--- src/rtl/game_board_pkg.sv ---
// game_board_pkg: shared cell encoding, clear-FSM states and board addressing helper
package game_board_pkg;

    typedef enum logic [1:0] {
        EMPTY = 2'd0,
        P1    = 2'd1,
        P2    = 2'd2
    } cell_t;

    typedef enum logic {
        IDLE  = 1'b0,
        CLEAR = 1'b1
    } state_t;

    function automatic int unsigned rc_addr(input int unsigned row, input int unsigned col,
                                            input int unsigned cols);
        return row * cols + col;
    endfunction

endpackage

--- src/rtl/game_board_memory_if.sv ---
// game_board_memory_if: write/read/status bundle between game logic, renderer and the board store
interface game_board_memory_if #(
    parameter int ROWS   = 3,
    parameter int COLS   = 3,
    parameter int CELL_W = 2
);
    localparam int CELLS  = ROWS * COLS;
    localparam int ADDR_W = $clog2(CELLS);
    localparam int CNT_W  = $clog2(CELLS + 1);

    logic              clear;
    logic              we;
    logic              overwrite;
    logic [ADDR_W-1:0] w_addr;
    logic [CELL_W-1:0] data_in;
    logic [ADDR_W-1:0] r_addr_a;
    logic [ADDR_W-1:0] r_addr_b;
    logic [CELL_W-1:0] data_out_a;
    logic [CELL_W-1:0] data_out_b;
    logic              wr_ok;
    logic              wr_rej;
    logic              busy;
    logic [CNT_W-1:0]  occ_count;
    logic              full;
    logic              empty;

    modport master (
        output clear, we, overwrite, w_addr, data_in, r_addr_a, r_addr_b,
        input  data_out_a, data_out_b, wr_ok, wr_rej, busy, occ_count, full, empty
    );

    modport slave (
        input  clear, we, overwrite, w_addr, data_in, r_addr_a, r_addr_b,
        output data_out_a, data_out_b, wr_ok, wr_rej, busy, occ_count, full, empty
    );

endinterface

--- src/rtl/game_board_clear_fsm.sv ---
// game_board_clear_fsm: sequences a one-cell-per-cycle sweep clear of the board
module game_board_clear_fsm
    import game_board_pkg::*;
#(
    parameter int CELLS  = 9,
    parameter int ADDR_W = 4
) (
    input  logic              clk,
    input  logic              rst,
    input  logic              clear,
    output logic              busy,
    output logic              clr_en,
    output logic [ADDR_W-1:0] clr_addr
);
    localparam logic [ADDR_W-1:0] LAST = ADDR_W'(CELLS - 1);

    state_t state;

    // Start on clear from IDLE, visit every cell exactly once, ignore clear while sweeping
    always_ff @(posedge clk or negedge rst) begin
        if (!rst) begin
            state    <= IDLE;
            busy     <= 1'b0;
            clr_addr <= '0;
        end else if (state == IDLE) begin
            if (clear) begin
                state    <= CLEAR;
                busy     <= 1'b1;
                clr_addr <= '0;
            end
        end else begin
            if (clr_addr == LAST) begin
                state <= IDLE;
                busy  <= 1'b0;
            end
            clr_addr <= clr_addr + ADDR_W'(1);
        end
    end

    assign clr_en = busy;

endmodule

--- src/rtl/game_board_memory.sv ---
// game_board_memory: ROWS x COLS board store with two read ports, guarded writes, sweep clear and occupancy count
module game_board_memory
    import game_board_pkg::*;
#(
    parameter int ROWS   = 3,
    parameter int COLS   = 3,
    parameter int CELL_W = 2
) (
    input logic                 clk,
    input logic                 rst,
    game_board_memory_if.slave  bus
);
    localparam int CELLS  = ROWS * COLS;
    localparam int ADDR_W = $clog2(CELLS);
    localparam int CNT_W  = $clog2(CELLS + 1);
    localparam logic [ADDR_W:0]  LIM    = (ADDR_W + 1)'(CELLS);
    localparam logic [CNT_W-1:0] FULL_V = CNT_W'(CELLS);

    logic [CELL_W-1:0] cells [CELLS];
    logic [CNT_W-1:0]  occ;
    logic              busy;
    logic              clr_en;
    logic [ADDR_W-1:0] clr_addr;
    logic              w_in;
    logic              r_in_a;
    logic              r_in_b;
    logic              commit;
    logic [CELL_W-1:0] cur;
    logic [CELL_W-1:0] old_clr;

    game_board_clear_fsm #(
        .CELLS  (CELLS),
        .ADDR_W (ADDR_W)
    ) u_clear_fsm (
        .clk      (clk),
        .rst      (rst),
        .clear    (bus.clear),
        .busy     (busy),
        .clr_en   (clr_en),
        .clr_addr (clr_addr)
    );

    assign w_in    = {1'b0, bus.w_addr} < LIM;
    assign r_in_a  = {1'b0, bus.r_addr_a} < LIM;
    assign r_in_b  = {1'b0, bus.r_addr_b} < LIM;
    assign cur     = w_in ? cells[bus.w_addr] : '0;
    assign old_clr = cells[clr_addr];
    // A clear request in the same cycle wins over the write
    assign commit  = bus.we && !busy && !bus.clear && w_in && (bus.overwrite || cur == '0);

    assign bus.busy      = busy;
    assign bus.occ_count = occ;
    assign bus.full      = occ == FULL_V;
    assign bus.empty     = occ == '0;

    // Cell array, occupancy count and write response; sweep and writes never overlap
    always_ff @(posedge clk or negedge rst) begin
        if (!rst) begin
            for (int i = 0; i < CELLS; i++) cells[i] <= '0;
            occ        <= '0;
            bus.wr_ok  <= 1'b0;
            bus.wr_rej <= 1'b0;
        end else begin
            bus.wr_ok  <= commit;
            bus.wr_rej <= bus.we && !commit;
            if (clr_en) begin
                cells[clr_addr] <= '0;
                if (old_clr != '0) occ <= occ - CNT_W'(1);
            end else if (commit) begin
                cells[bus.w_addr] <= bus.data_in;
                occ <= (cur == '0 && bus.data_in != '0) ? occ + CNT_W'(1) :
                       (cur != '0 && bus.data_in == '0) ? occ - CNT_W'(1) : occ;
            end
        end
    end

    // Registered read ports; out-of-range addresses read as EMPTY
    always_ff @(posedge clk or negedge rst) begin
        if (!rst) begin
            bus.data_out_a <= '0;
            bus.data_out_b <= '0;
        end else begin
            bus.data_out_a <= r_in_a ? cells[bus.r_addr_a] : '0;
            bus.data_out_b <= r_in_b ? cells[bus.r_addr_b] : '0;
        end
    end

endmodule

--- src/flat_wrapper.sv ---
// flat-port wrapper written by rule: the top's interface ports become plain ports
module game_board_memory_flat import game_board_pkg::*;
#(
    parameter int ROWS   = 3,
    parameter int COLS   = 3,
    parameter int CELL_W = 2
)
  (clk, rst, bus_clear, bus_we, bus_overwrite, bus_w_addr, bus_data_in, bus_r_addr_a, bus_r_addr_b, bus_data_out_a, bus_data_out_b, bus_wr_ok, bus_wr_rej, bus_busy, bus_occ_count, bus_full, bus_empty);
  game_board_memory_if #(.ROWS(ROWS), .COLS(COLS), .CELL_W(CELL_W)) bus_i ();
  input logic clk;
  input logic rst;
  input wire logic [$bits(bus_i.clear)-1:0] bus_clear;
  input wire logic [$bits(bus_i.we)-1:0] bus_we;
  input wire logic [$bits(bus_i.overwrite)-1:0] bus_overwrite;
  input wire logic [$bits(bus_i.w_addr)-1:0] bus_w_addr;
  input wire logic [$bits(bus_i.data_in)-1:0] bus_data_in;
  input wire logic [$bits(bus_i.r_addr_a)-1:0] bus_r_addr_a;
  input wire logic [$bits(bus_i.r_addr_b)-1:0] bus_r_addr_b;
  output wire logic [$bits(bus_i.data_out_a)-1:0] bus_data_out_a;
  output wire logic [$bits(bus_i.data_out_b)-1:0] bus_data_out_b;
  output wire logic [$bits(bus_i.wr_ok)-1:0] bus_wr_ok;
  output wire logic [$bits(bus_i.wr_rej)-1:0] bus_wr_rej;
  output wire logic [$bits(bus_i.busy)-1:0] bus_busy;
  output wire logic [$bits(bus_i.occ_count)-1:0] bus_occ_count;
  output wire logic [$bits(bus_i.full)-1:0] bus_full;
  output wire logic [$bits(bus_i.empty)-1:0] bus_empty;
  assign bus_i.clear = bus_clear;
  assign bus_i.we = bus_we;
  assign bus_i.overwrite = bus_overwrite;
  assign bus_i.w_addr = bus_w_addr;
  assign bus_i.data_in = bus_data_in;
  assign bus_i.r_addr_a = bus_r_addr_a;
  assign bus_i.r_addr_b = bus_r_addr_b;
  assign bus_data_out_a = bus_i.data_out_a;
  assign bus_data_out_b = bus_i.data_out_b;
  assign bus_wr_ok = bus_i.wr_ok;
  assign bus_wr_rej = bus_i.wr_rej;
  assign bus_busy = bus_i.busy;
  assign bus_occ_count = bus_i.occ_count;
  assign bus_full = bus_i.full;
  assign bus_empty = bus_i.empty;
  game_board_memory #(.ROWS(ROWS), .COLS(COLS), .CELL_W(CELL_W)) u_core (.clk(clk), .rst(rst), .bus(bus_i));
endmodule
--- config.mk ---
export PLATFORM = sky130hd
export DESIGN_NAME = game_board_memory_flat
export DESIGN_NICKNAME = d
export VERILOG_FILES = /design/src/rtl/game_board_pkg.sv /design/src/rtl/game_board_memory_if.sv /design/src/rtl/game_board_clear_fsm.sv /design/src/rtl/game_board_memory.sv /design/src/flat_wrapper.sv
export SDC_FILE = /design/constraint.sdc
export NUM_CORES = 1
export LEC_CHECK = 0
export CELL_PAD_IN_SITES_DETAIL_PLACEMENT = 2
export CELL_PAD_IN_SITES_GLOBAL_PLACEMENT = 2
export CORE_ASPECT_RATIO = 1.75
export CORE_UTILIZATION = 32
export CTS_BUF_LIST = sky130_fd_sc_hd__clkbuf_4
export DETAILED_ROUTE_END_ITERATION = 12
export PLACE_DENSITY_LB_ADDON = 0.1
export SLEW_MARGIN = 10
export SYNTH_ARGS = -nofsm -noshare
export SYNTH_HDL_FRONTEND = slang
export SYNTH_HIERARCHICAL = 1
export SYNTH_SLANG_ARGS = --single-unit
--- constraint.sdc ---
create_clock -name clk -period 2 [get_ports clk]
set_input_delay 0.3 -clock clk [delete_from_list [all_inputs] [get_ports clk]]
set_output_delay 0.3 -clock clk [all_outputs]
set_load 0.01 [all_outputs]
==> results of run 1 <==
[cell families after synthesis]
kind of cell	after synthesis	share of synthesized area [%]
AOI/OAI and AO/OA	33	9.87
xor gates and xnor gates	5	1.94
adders and majority gates	5	2.77
buffers and inverters	17	3.66
DFF	34	37.7
muxes	33	20.1
and+or+nand+nor	98	24.0
[sequential cells by signal (all words and copies together), names as in the netlist]
| name | count |
|---|---|
| u_core/cells | 18 |
| u_core/bus.occ_count | 4 |
| u_core/u_clear_fsm/clr_addr | 4 |
| u_core/bus.data_out_a | 2 |
| u_core/bus.data_out_b | 2 |
| u_core/bus.wr_ok | 1 |
| u_core/bus.wr_rej | 1 |
| u_core/u_clear_fsm/busy | 1 |
| u_core/u_clear_fsm/state | 1 |
[what timing repair did]
| item | in CTS | in global routing |
|---|---|---|
| buffers inserted | 2 | 0 |
| pin swaps | 11 | 8 |
| setup endpoints to repair | 24 | 22 |
| resized for setup | 19 | 5 |
[path summary, 6_finish.rpt]
kind                                                     start                             end
worst min-delay path                                       rst                u_core/cells[16]
worst min register to register  u_core/u_clear_fsm/clr_addr[3]  u_core/u_clear_fsm/clr_addr[3]
max in group asynchronous                                  rst         u_core/bus.occ_count[1]
worst max register to register                u_core/cells[12]         u_core/bus.occ_count[3]
min in group clk                u_core/u_clear_fsm/clr_addr[3]  u_core/u_clear_fsm/clr_addr[3]
worst max-delay path                          u_core/cells[12]         u_core/bus.occ_count[3]
[synthesized netlist by cell type, types with 4 or more instances]
master    number
nor2b_1        7
clkbuf_1       5
nand3_1        8
nor3b_1        4
o21ai_0       11
mux2_2         4
nor3_1         4
nor2_1        19
a21oi_1        6
nand4_1        5
mux2i_1       19
nand2_1       24
nand2b_1       4
inv_1          8
mux4_2         9
dfrtp_1       34
ha_1           5
[area by class of cell]
class	count	area, um2
Tap cell	84	105
Timing Repair Buffer	91	766
Multi-Input combinational cell	174	1410
Fill cell	736	3610
Inverter	8	30.0
Clock buffer	7	52.6
Sequential cell	34	851
Clock inverter	1	30.0
[layout by cell type (no fill, tap or decap), types with 3 or more instances in the layout]
cell | Yosys | final
a21oi_1 | 6 | 4
buf_4 | 3 | 57
buf_6 | 1 | 3
clkbuf_4 | 0 | 7
clkdlybuf4s50_1 | 0 | 26
dfrtp_1 | 34 | 34
dlygate4sd2_1 | 0 | 5
ha_1 | 5 | 5
inv_1 | 8 | 8
mux2_4 | 1 | 3
mux2i_1 | 19 | 19
mux4_2 | 9 | 9
nand2_1 | 24 | 24
nand2b_1 | 4 | 4
nand3_1 | 8 | 6
nand3b_1 | 3 | 3
nand4_1 | 5 | 5
nor2_1 | 19 | 18
nor2b_1 | 7 | 7
nor3_1 | 4 | 4
nor3b_1 | 4 | 4
nor4b_1 | 3 | 3
o21ai_0 | 11 | 11
or3_1 | 3 | 3
xor2_1 | 3 | 3
[worst register-to-register path: stages, from the launching register on]
cell and delay, ns:
dfrtp_1 0.41, or4b_4 0.54, o311ai_4 0.11, o22ai_2 0.13
or4_4 0.53, a32oi_2 0.21, xor2_1 0.18
[per-layer routing]
metal	up-vias	track usage [%]	part of all wire, %
li1	1000	-	-
met5	-	0	0
met2	62	48.9	58
met4	0	17.2	7.0
met3	32	4.03	2.8
met1	1081	21.5	33
[power groups by stage]
| stage | sequential, mW | clock (mW) | combinational [mW] |
|---|---|---|---|
| global placement | 1.24 | 0 | 2.02 |
| global route | 1.26 | 0.585 | 2.38 |
| CTS | 1.24 | 0.572 | 2.18 |
| finish | 1.23 | 0.548 | 2.19 |
| floorplan | 1.24 | 0 | 1.04 |
| detailed placement | 1.25 | 0 | 2.12 |
[through the flow]
step / hold WS [ns] / cell area, um2
2_1_floorplan: 0.00441 / 2260
3_3_place_gp: 0.520 / 3070
3_5_place_dp: 0.544 / 3070
4_1_cts: 0.354 / 3220
5_1_grt: 0.386 / 3250
6_report: 0.355 / 3250
==> flow_metrics.py, run 1 <==
metrics = {
    "status": {
        "status": "finished with violations",
        "violations": "setup timing",
    },
    "timing": {
        "hold_violations": 0,
        "setup-tns-final_ns": -1.77,
        "rsz0062_at_grt": "true",
        "fin_crit_sh_pct": 109,
        "min_period_ns": 2.18,
        "tightest_slew_ns": 0.470,
        "worst_clock_skew_ns": 0.0135,
        "worst_slack_ns": -0.178,
        "fmax_mhz": 459,
        "slew_headroom_pct": 68.7,
        "setup_violations": 22,
        "slew_viol_final": 0,
    },
    "die": {
        "die_w_um": 65.5,
        "core_area_mm2": 0.00686,
        "placementRows": 40,
        "ioPinCount": 32,
        "dieArea_mm2": 0.00741,
        "start_util_pct": 32.9,
        "die_h_um": 113,
    },
    "worst_setup_path": {
        "slowest_stage": "or4b_4",
        "path_class": "reg -> reg",
        "critical_path_depth": 6,
        "path_cells": "or4b_4 > o311ai_4 > o22ai_2 > or4_4 > a32oi_2 > xor2_1",
        "critPathLaunchType": "flip-flop",
        "cp_slowest_stage_delay_ns": 0.54,
        "crit_buf_inv": 0,
        "r2r_cells": 6,
        "cp_top_family": "simple AND/OR/NAND/NOR gates",
        "arrival_ns": 2.47,
        "critPathMaxFanout": 3,
        "end_kind": "flip-flop",
        "ff2ff_setup_slack_ns": -0.18,
        "crit_required_ns": 2.29,
    },
    "pwr": {
        "power_frac_comb_pct": 55.1,
        "power_mw": 3.97,
        "power.density_mw_per_mm2": 1220,
        "clkPwrFrac_pct": 13.8,
        "pwr-share-seq_pct": 31.1,
        "switching_power_mw": 1.60,
        "p_int_mw": 2.37,
        "peakVddDrop_v": 0.000702,
        "switching_share_pct": 40.3,
        "p_leak_nw": 1.48,
    },
    "clock_tree": {
        "cts_sinks": 34,
        "cts_buffers": 5,
        "cts_max_path_buffers": 2,
        "cts_max_level": 2,
        "postCtsHoldBufs": 0,
        "clkTransAtPathRegs_ns": 0.12,
        "root_buffer": "clkbuf_4",
        "clk_latency_ns": 0.36,
        "cts_tree": "built",
    },
    "yosys": {
        "synthCells": 225,
        "mappedNetlistNets": 249,
        "ys_types": 49,
        "yosys_register_bits": 34,
        "yosys.area.top_type": "dfrtp_1",
        "netlist.area_leader.share_pct": 37.7,
        "async_flop_share_pct": 100,
        "synth-seq-area-share_pct": 37.7,
        "synth-edff-count": 0,
        "synth_area_mm2": 0.00226,
        "yosysWarnings": 6,
        "yosys_most_used_dff": "dfrtp_1",
        "ys_top_cells_by_area": "dfrtp_1 38%, mux4_2 9.0%, mux2i_1 8.4%",
        "syn_avg_cell_area_um2": 10.0,
    },
    "finish": {
        "drive_gt1_share_pct": 31.4,
        "fin_nets": 338,
        "insertedDiodeCount": 0,
        "utilization_pct": 47.3,
        "area_growth_pct": 43.8,
        "stdcell_count": 399,
    },
    "global_routing": {
        "grt_overflow": 0,
        "track_usage_pct": 24.9,
        "grt_pass1_vias": 2499,
        "grt_max_degree": 35,
        "antenna_found_initial": 0,
        "grt_pass1_wl_um": 13100,
    },
    "placed_design": {
        "dp.cells": 390,
        "pre_cts_ws_ns": -0.736,
        "dp_hpwl_um": 6830,
        "io_buffers": 31,
        "gp_congestion": 0.868,
    },
    "drt": {
        "vias": 2175,
        "avgViaCountPerCell": 5.45,
        "drtIter0Drc": 45,
        "wl_per_cell_um": 21.5,
        "wl_um": 8570,
        "drt-pass1-iter-count": 4,
        "drc_errors": 0,
        "ant_nets": 0,
    },
    "run": {
        "drv_cap": 0,
    },
    "hold_path": {
        "hold_path.class": "in -> async",
    },
}
(Power assumes the default switching activity.)
==> run 2, diff against run 1 <==
--- a/config.mk
+++ b/config.mk
@@ -8,6 +8,7 @@
 export CELL_PAD_IN_SITES_DETAIL_PLACEMENT = 2
 export CELL_PAD_IN_SITES_GLOBAL_PLACEMENT = 2
 export CORE_ASPECT_RATIO = 1.75
+export CORE_MARGIN = 5
 export CORE_UTILIZATION = 32
 export CTS_BUF_LIST = sky130_fd_sc_hd__clkbuf_4
 export DETAILED_ROUTE_END_ITERATION = 12
==> run 2 against run 1 <==
Against the previous run: the run still ends with setup timing left; sequential power hardly changed; clock skew up 0.0095 ns; setup slack got worse by 0.018 ns; non-clock buffer count grew 4; first-iteration DRC count rose by 69%; critical path depth unchanged; critical path type unchanged; cell area grew 1.4%; sequential share of layout area decreased by 0.36 points; fmax down 0.80%.
==> flow_metrics.py, run 2 (same netlist as run 1, synthesis figures left out) <==
metrics = {
    "finish": {
        "largest_register": "u_core/cells",
        "final_common_cell": "buf_4",
        "final_cell_mix": "61 x buf_4, 34 x dfrtp_1, 26 x clkdlybuf4s50_1",
        "drive_gt1_share_pct": 32.9,
        "fin_nets": 342,
        "area_growth_pct": 45.8,
        "insertedDiodeCount": 0,
        "largest_register_ffs": 18,
        "stdcell_count": 403,
        "fin_area_mm2": 0.00329,
    },
    "worst_setup_path": {
        "reg2reg_from": "u_core/cells[12]",
        "timing.critical_path.from": "u_core/cells[12]",
        "slowest_stage": "or4b_4",
        "critPathLaunchType": "flip-flop",
        "cp_top_family": "simple AND/OR/NAND/NOR gates",
        "path_cells": "or4b_4 > o311ai_4 > o22a_1 > a21o_1 > and4_4 > mux2_4",
        "crit_required_ns": 2.25,
        "path_class": "reg -> reg",
        "crit_buf_inv": 0,
        "ff2ff_setup_slack_ns": -0.20,
        "critPathMaxFanout": 3,
        "end_kind": "flip-flop",
        "cp_slowest_stage_delay_ns": 0.54,
        "arrival_ns": 2.44,
    },
    "placed_design": {
        "dp.cells": 388,
        "gp_congestion": 0.811,
        "pre_cts_ws_ns": -0.724,
        "dp_hpwl_um": 6630,
        "io_buffers": 31,
        "postPlaceCellArea_mm2": 0.00305,
    },
    "die": {
        "start_util_pct": 32.9,
        "core_area_mm2": 0.00686,
        "dieArea_mm2": 0.00890,
        "die_w_um": 73.5,
        "die_h_um": 121,
        "ioPinCount": 32,
        "placementRows": 40,
    },
    "timing": {
        "hold_violations": 0,
        "rsz0062_at_grt": "true",
        "worst_slack_ns": -0.195,
        "setup_violations": 22,
        "setup-tns-final_ns": -2.23,
        "fin_crit_sh_pct": 110,
        "min_period_ns": 2.20,
        "tightest_slew_ns": 0.491,
        "slew_viol_final": 0,
        "holdWs_ns": 0.340,
        "worst_clock_skew_ns": 0.0229,
        "fmax_mhz": 456,
        "slew_headroom_pct": 67.3,
    },
    "drt": {
        "wl_per_cell_um": 21.8,
        "wl_um": 8770,
        "drtIter0Drc": 76,
        "drc_errors": 0,
        "drt-pass1-iter-count": 4,
        "ant_nets": 0,
        "vias": 2210,
        "avgViaCountPerCell": 5.48,
    },
    "global_routing": {
        "antenna_found_initial": 0,
        "grt_overflow": 0,
        "grt_max_degree": 35,
        "grt_pass1_wl_um": 13800,
        "track_usage_pct": 21.3,
        "grt_pass1_vias": 2554,
    },
    "pwr": {
        "power.density_mw_per_mm2": 1210,
        "p_leak_nw": 1.51,
        "peakVddDrop_v": 0.000582,
    },
    "clock_tree": {
        "cts_max_path_buffers": 2,
        "root_buffer": "clkbuf_4",
        "clk_latency_ns": 0.38,
        "cts_sinks": 34,
        "cts_buffers": 5,
        "cts_max_level": 2,
        "cts_tree": "built",
        "postCtsHoldBufs": 0,
        "clkTransAtPathRegs_ns": 0.12,
    },
    "status": {
        "violations": "setup timing",
        "status": "finished with violations",
    },
    "run": {
        "drv_cap": 0,
    },
    "hold_path": {
        "hold_path.class": "in -> async",
    },
}
run 2: final timing paths:
check | endpoint | cells past startpoint
min in group clk | u_core/bus.data_out_a[0] | 2
max in group asynchronous | u_core/bus.occ_count[0] | 2
worst min-delay path | u_core/cells[16] | 2
worst max register to register | u_core/cells[11] | 6
worst min register to register | u_core/bus.occ_count[3] | 1
worst max-delay path | u_core/cells[11] | 6
run 2: metrics by stage:
stage | util [%] | total power, mW
floorplan | - | 2.27
global placement | 44.5 | 3.27
detailed placement | 44.5 | 3.36
CTS | 47.7 | 4.01
global route | 48.0 | 4.27
finish | 48.0 | 3.99
run 2: routing by layer:
| metal | global-route usage [%] | routed length, um |
|---|---|---|
| met4 | 12.2 | 497 |
| met1 | 20.8 | 2990 |
| met3 | 3.90 | 328 |
| met5 | 0 | 0 |
| met2 | 39.8 | 4960 |
run 2: layout make-up:
class	count	area (um2)
sequential	34	851
clock buffer	7	52.6
clock inverter	1	30.0
tap	84	105
inverter	8	30.0
multi-input combinational	174	1430
fill	729	3570
timing repair buffer	95	796
run 2: worst register-to-register path: stages (launching register included):
cell and delay, ns:
dfrtp_1 0.41, or4b_4 0.54, o311ai_4 0.11, o22a_1 0.23
a21o_1 0.22, and4_4 0.26, mux2_4 0.30
run 2: power by group:
part	leakage (nW)	switching, mW	total (mW)	internal [mW]
combinational	1.02	1.05	2.19	1.14
sequential	0.440	0.278	1.23	0.950
clock	0.0463	0.272	0.564	0.292
run 2: what timing repair did:
action                                  in CTS  in global routing
gates resized for setup                     24                  3
cloned                                       0                  0
pin swaps                                   15                  6
setup buffers                                6                  1
endpoints found under the setup margin      26                 23
==> run 3, diff against run 2 <==
--- a/config.mk
+++ b/config.mk
@@ -7,13 +7,13 @@
 export LEC_CHECK = 0
 export CELL_PAD_IN_SITES_DETAIL_PLACEMENT = 2
 export CELL_PAD_IN_SITES_GLOBAL_PLACEMENT = 2
-export CORE_ASPECT_RATIO = 1.75
+export CORE_ASPECT_RATIO = 1.25
 export CORE_MARGIN = 5
 export CORE_UTILIZATION = 32
 export CTS_BUF_LIST = sky130_fd_sc_hd__clkbuf_4
+export CTS_CLUSTER_SIZE = 28
 export DETAILED_ROUTE_END_ITERATION = 12
 export PLACE_DENSITY_LB_ADDON = 0.1
-export SLEW_MARGIN = 10
 export SYNTH_ARGS = -nofsm -noshare
 export SYNTH_HDL_FRONTEND = slang
 export SYNTH_HIERARCHICAL = 1
==> run 3 against run 2 <==
Against the previous run: the run still ends with setup timing left; largest cell class unchanged; cell area fell by 1.4%; sequential power hardly changed; global-route usage down 2.3 points; total power shrank 1.1%; worst hold slack better by 0.020 ns; non-clock buffer count down 7; via count is 3.5% lower; sequential cell count unchanged; register-to-register slack better by 0.04 ns; sequential share of layout area increased by 0.36 points; utilization is 1.2 points lower.
==> flow_metrics.py, run 3 (same netlist as run 1, synthesis figures left out) <==
metrics = {
    "status": {
        "status": "finished with violations",
        "violations": "setup timing",
    },
    "die": {
        "die_w_um": 85.1,
        "start_util_pct": 32.6,
        "core_area_mm2": 0.00693,
        "placementRows": 34,
        "die_h_um": 104,
        "dieArea_mm2": 0.00884,
        "ioPinCount": 32,
    },
    "global_routing": {
        "track_usage_pct": 19.0,
        "antenna_found_initial": 0,
        "grt_pass1_wl_um": 13200,
        "grt_max_degree": 35,
        "grt_pass1_vias": 2475,
        "grt_overflow": 0,
    },
    "worst_setup_path": {
        "end_kind": "flip-flop",
        "crit_buf_inv": 1,
        "cp_slowest_stage_delay_ns": 0.53,
        "path_cells": "or4b_4 > o311ai_4 > o22a_1 > a21o_1 > buf_6 > nand4_1 > mux2i_1",
        "critPathLaunchType": "flip-flop",
        "crit_required_ns": 2.22,
        "critPathMaxFanout": 5,
        "arrival_ns": 2.37,
        "cp_top_family": "simple AND/OR/NAND/NOR gates",
        "slowest_stage": "or4b_4",
        "path_class": "reg -> reg",
    },
    "drt": {
        "vias": 2132,
        "avgViaCountPerCell": 5.30,
        "drtIter0Drc": 94,
        "drc_errors": 0,
        "drt-pass1-iter-count": 6,
        "wl_um": 8040,
        "ant_nets": 0,
        "wl_per_cell_um": 20.0,
    },
    "timing": {
        "worst_slack_ns": -0.156,
        "tightest_slew_ns": 0.510,
        "setup-tns-final_ns": -2.15,
        "worst_clock_skew_ns": 0.0161,
        "fin_crit_sh_pct": 108,
        "slew_headroom_pct": 65.9,
        "holdWs_ns": 0.360,
        "slew_viol_final": 0,
        "rsz0062_at_grt": "true",
        "hold_violations": 0,
        "fmax_mhz": 464,
        "min_period_ns": 2.16,
        "setup_violations": 20,
    },
    "clock_tree": {
        "clk_latency_ns": 0.35,
        "root_buffer": "clkbuf_4",
        "cts_max_level": 2,
        "postCtsHoldBufs": 0,
        "cts_max_path_buffers": 2,
        "cts_buffers": 5,
        "cts_tree": "built",
        "clkTransAtPathRegs_ns": 0.12,
        "cts_sinks": 34,
    },
    "pwr": {
        "peakVddDrop_v": 0.000470,
        "power.density_mw_per_mm2": 1210,
        "p_leak_nw": 1.48,
    },
    "finish": {
        "utilization_pct": 46.8,
        "largest_register_ffs": 18,
        "fin_area_mm2": 0.00325,
        "final_common_cell": "buf_4",
        "seqCellArea_um2": 851,
        "fill_cells": 726,
        "final_cell_mix": "53 x buf_4, 34 x dfrtp_1, 25 x clkdlybuf4s50_1",
        "area_growth_pct": 43.8,
        "insertedDiodeCount": 0,
        "largest_register": "u_core/cells",
        "drive_gt1_share_pct": 32.4,
        "fin_nets": 335,
        "multi_input_comb_area_mm2": 0.00143,
    },
    "placed_design": {
        "dp_hpwl_um": 6160,
        "pre_cts_ws_ns": -0.768,
        "postPlaceCellArea_mm2": 0.00301,
        "gp_congestion": 0.841,
        "io_buffers": 31,
    },
    "run": {
        "drv_cap": 0,
    },
    "hold_path": {
        "hold_path.class": "in -> async",
    },
}
==> run 3: worst paths after layout <==
kind / startpoint / end / slack [ns] / cells after the start
setup / recovery: u_core/cells[13] / u_core/cells[7] / -0.16 / 7
hold / removal: rst / u_core/cells[3] / 0.36 / 2
setup reg to reg: u_core/cells[13] / u_core/cells[7] / -0.16 / 7
hold reg to reg: u_core/u_clear_fsm/clr_addr[3] / u_core/u_clear_fsm/clr_addr[3] / 0.56 / 1
max in group asynchronous: rst / u_core/bus.occ_count[3] / 1.31 / 2
min in group clk: u_core/u_clear_fsm/clr_addr[3] / u_core/u_clear_fsm/clr_addr[3] / 0.56 / 1
==> run 3: what timing repair did <==
action                                  CTS  global route
endpoints found under the setup margin   26            22
pin swaps                                15             7
hold endpoints to repair                  0             0
gates resized for setup                  26             8
setup buffers                             6             1
==> run 3: report_power, final <==
part / switching (mW) / total, mW / internal [mW]
clock network: 0.262 / 0.521 / 0.259
registers: 0.260 / 1.21 / 0.951
logic: 1.06 / 2.21 / 1.16
==> run 3: metal layers <==
layer / share of wire (%) / vias to the layer above / wire (um) / global-route usage (%)
met5: 0 / - / 0 / 0
met4: 2.0 / 0 / 158 / 5.77
met2: 54 / 50 / 4320 / 34.4
met1: 40 / 1079 / 3240 / 22.7
met3: 4.1 / 10 / 327 / 3.01
li1: - / 993 / - / -
==> run 3: worst register-to-register path, cell delays in order, from the launching register on <==
cell	delay [ns]
dfrtp_1	0.40
or4b_4	0.53
o311ai_4	0.11
o22a_1	0.26
a21o_1	0.20
buf_6	0.13
nand4_1	0.20
mux2i_1	0.18
==> run 3: per-stage QoR <==
| stage | power, mW | std cells |
|---|---|---|
| 6_report | 3.94 | 402 |
| 5_1_grt | 4.26 | 402 |
| 4_1_cts | 3.95 | 401 |
| 3_5_place_dp | 3.30 | 387 |
| 3_3_place_gp | 3.23 | 387 |
| 2_1_floorplan | 2.27 | 225 |
==> run 3: final cells by class <==
type | count | share of cell area [%]
clock inverters | 3 | 1.23
multi-input cells | 174 | 44.0
clock buffers | 5 | 1.16
repair buffers | 88 | 23.0
well taps | 90 | 3.47
inverters | 8 | 0.925
flip-flops and latches | 34 | 26.2
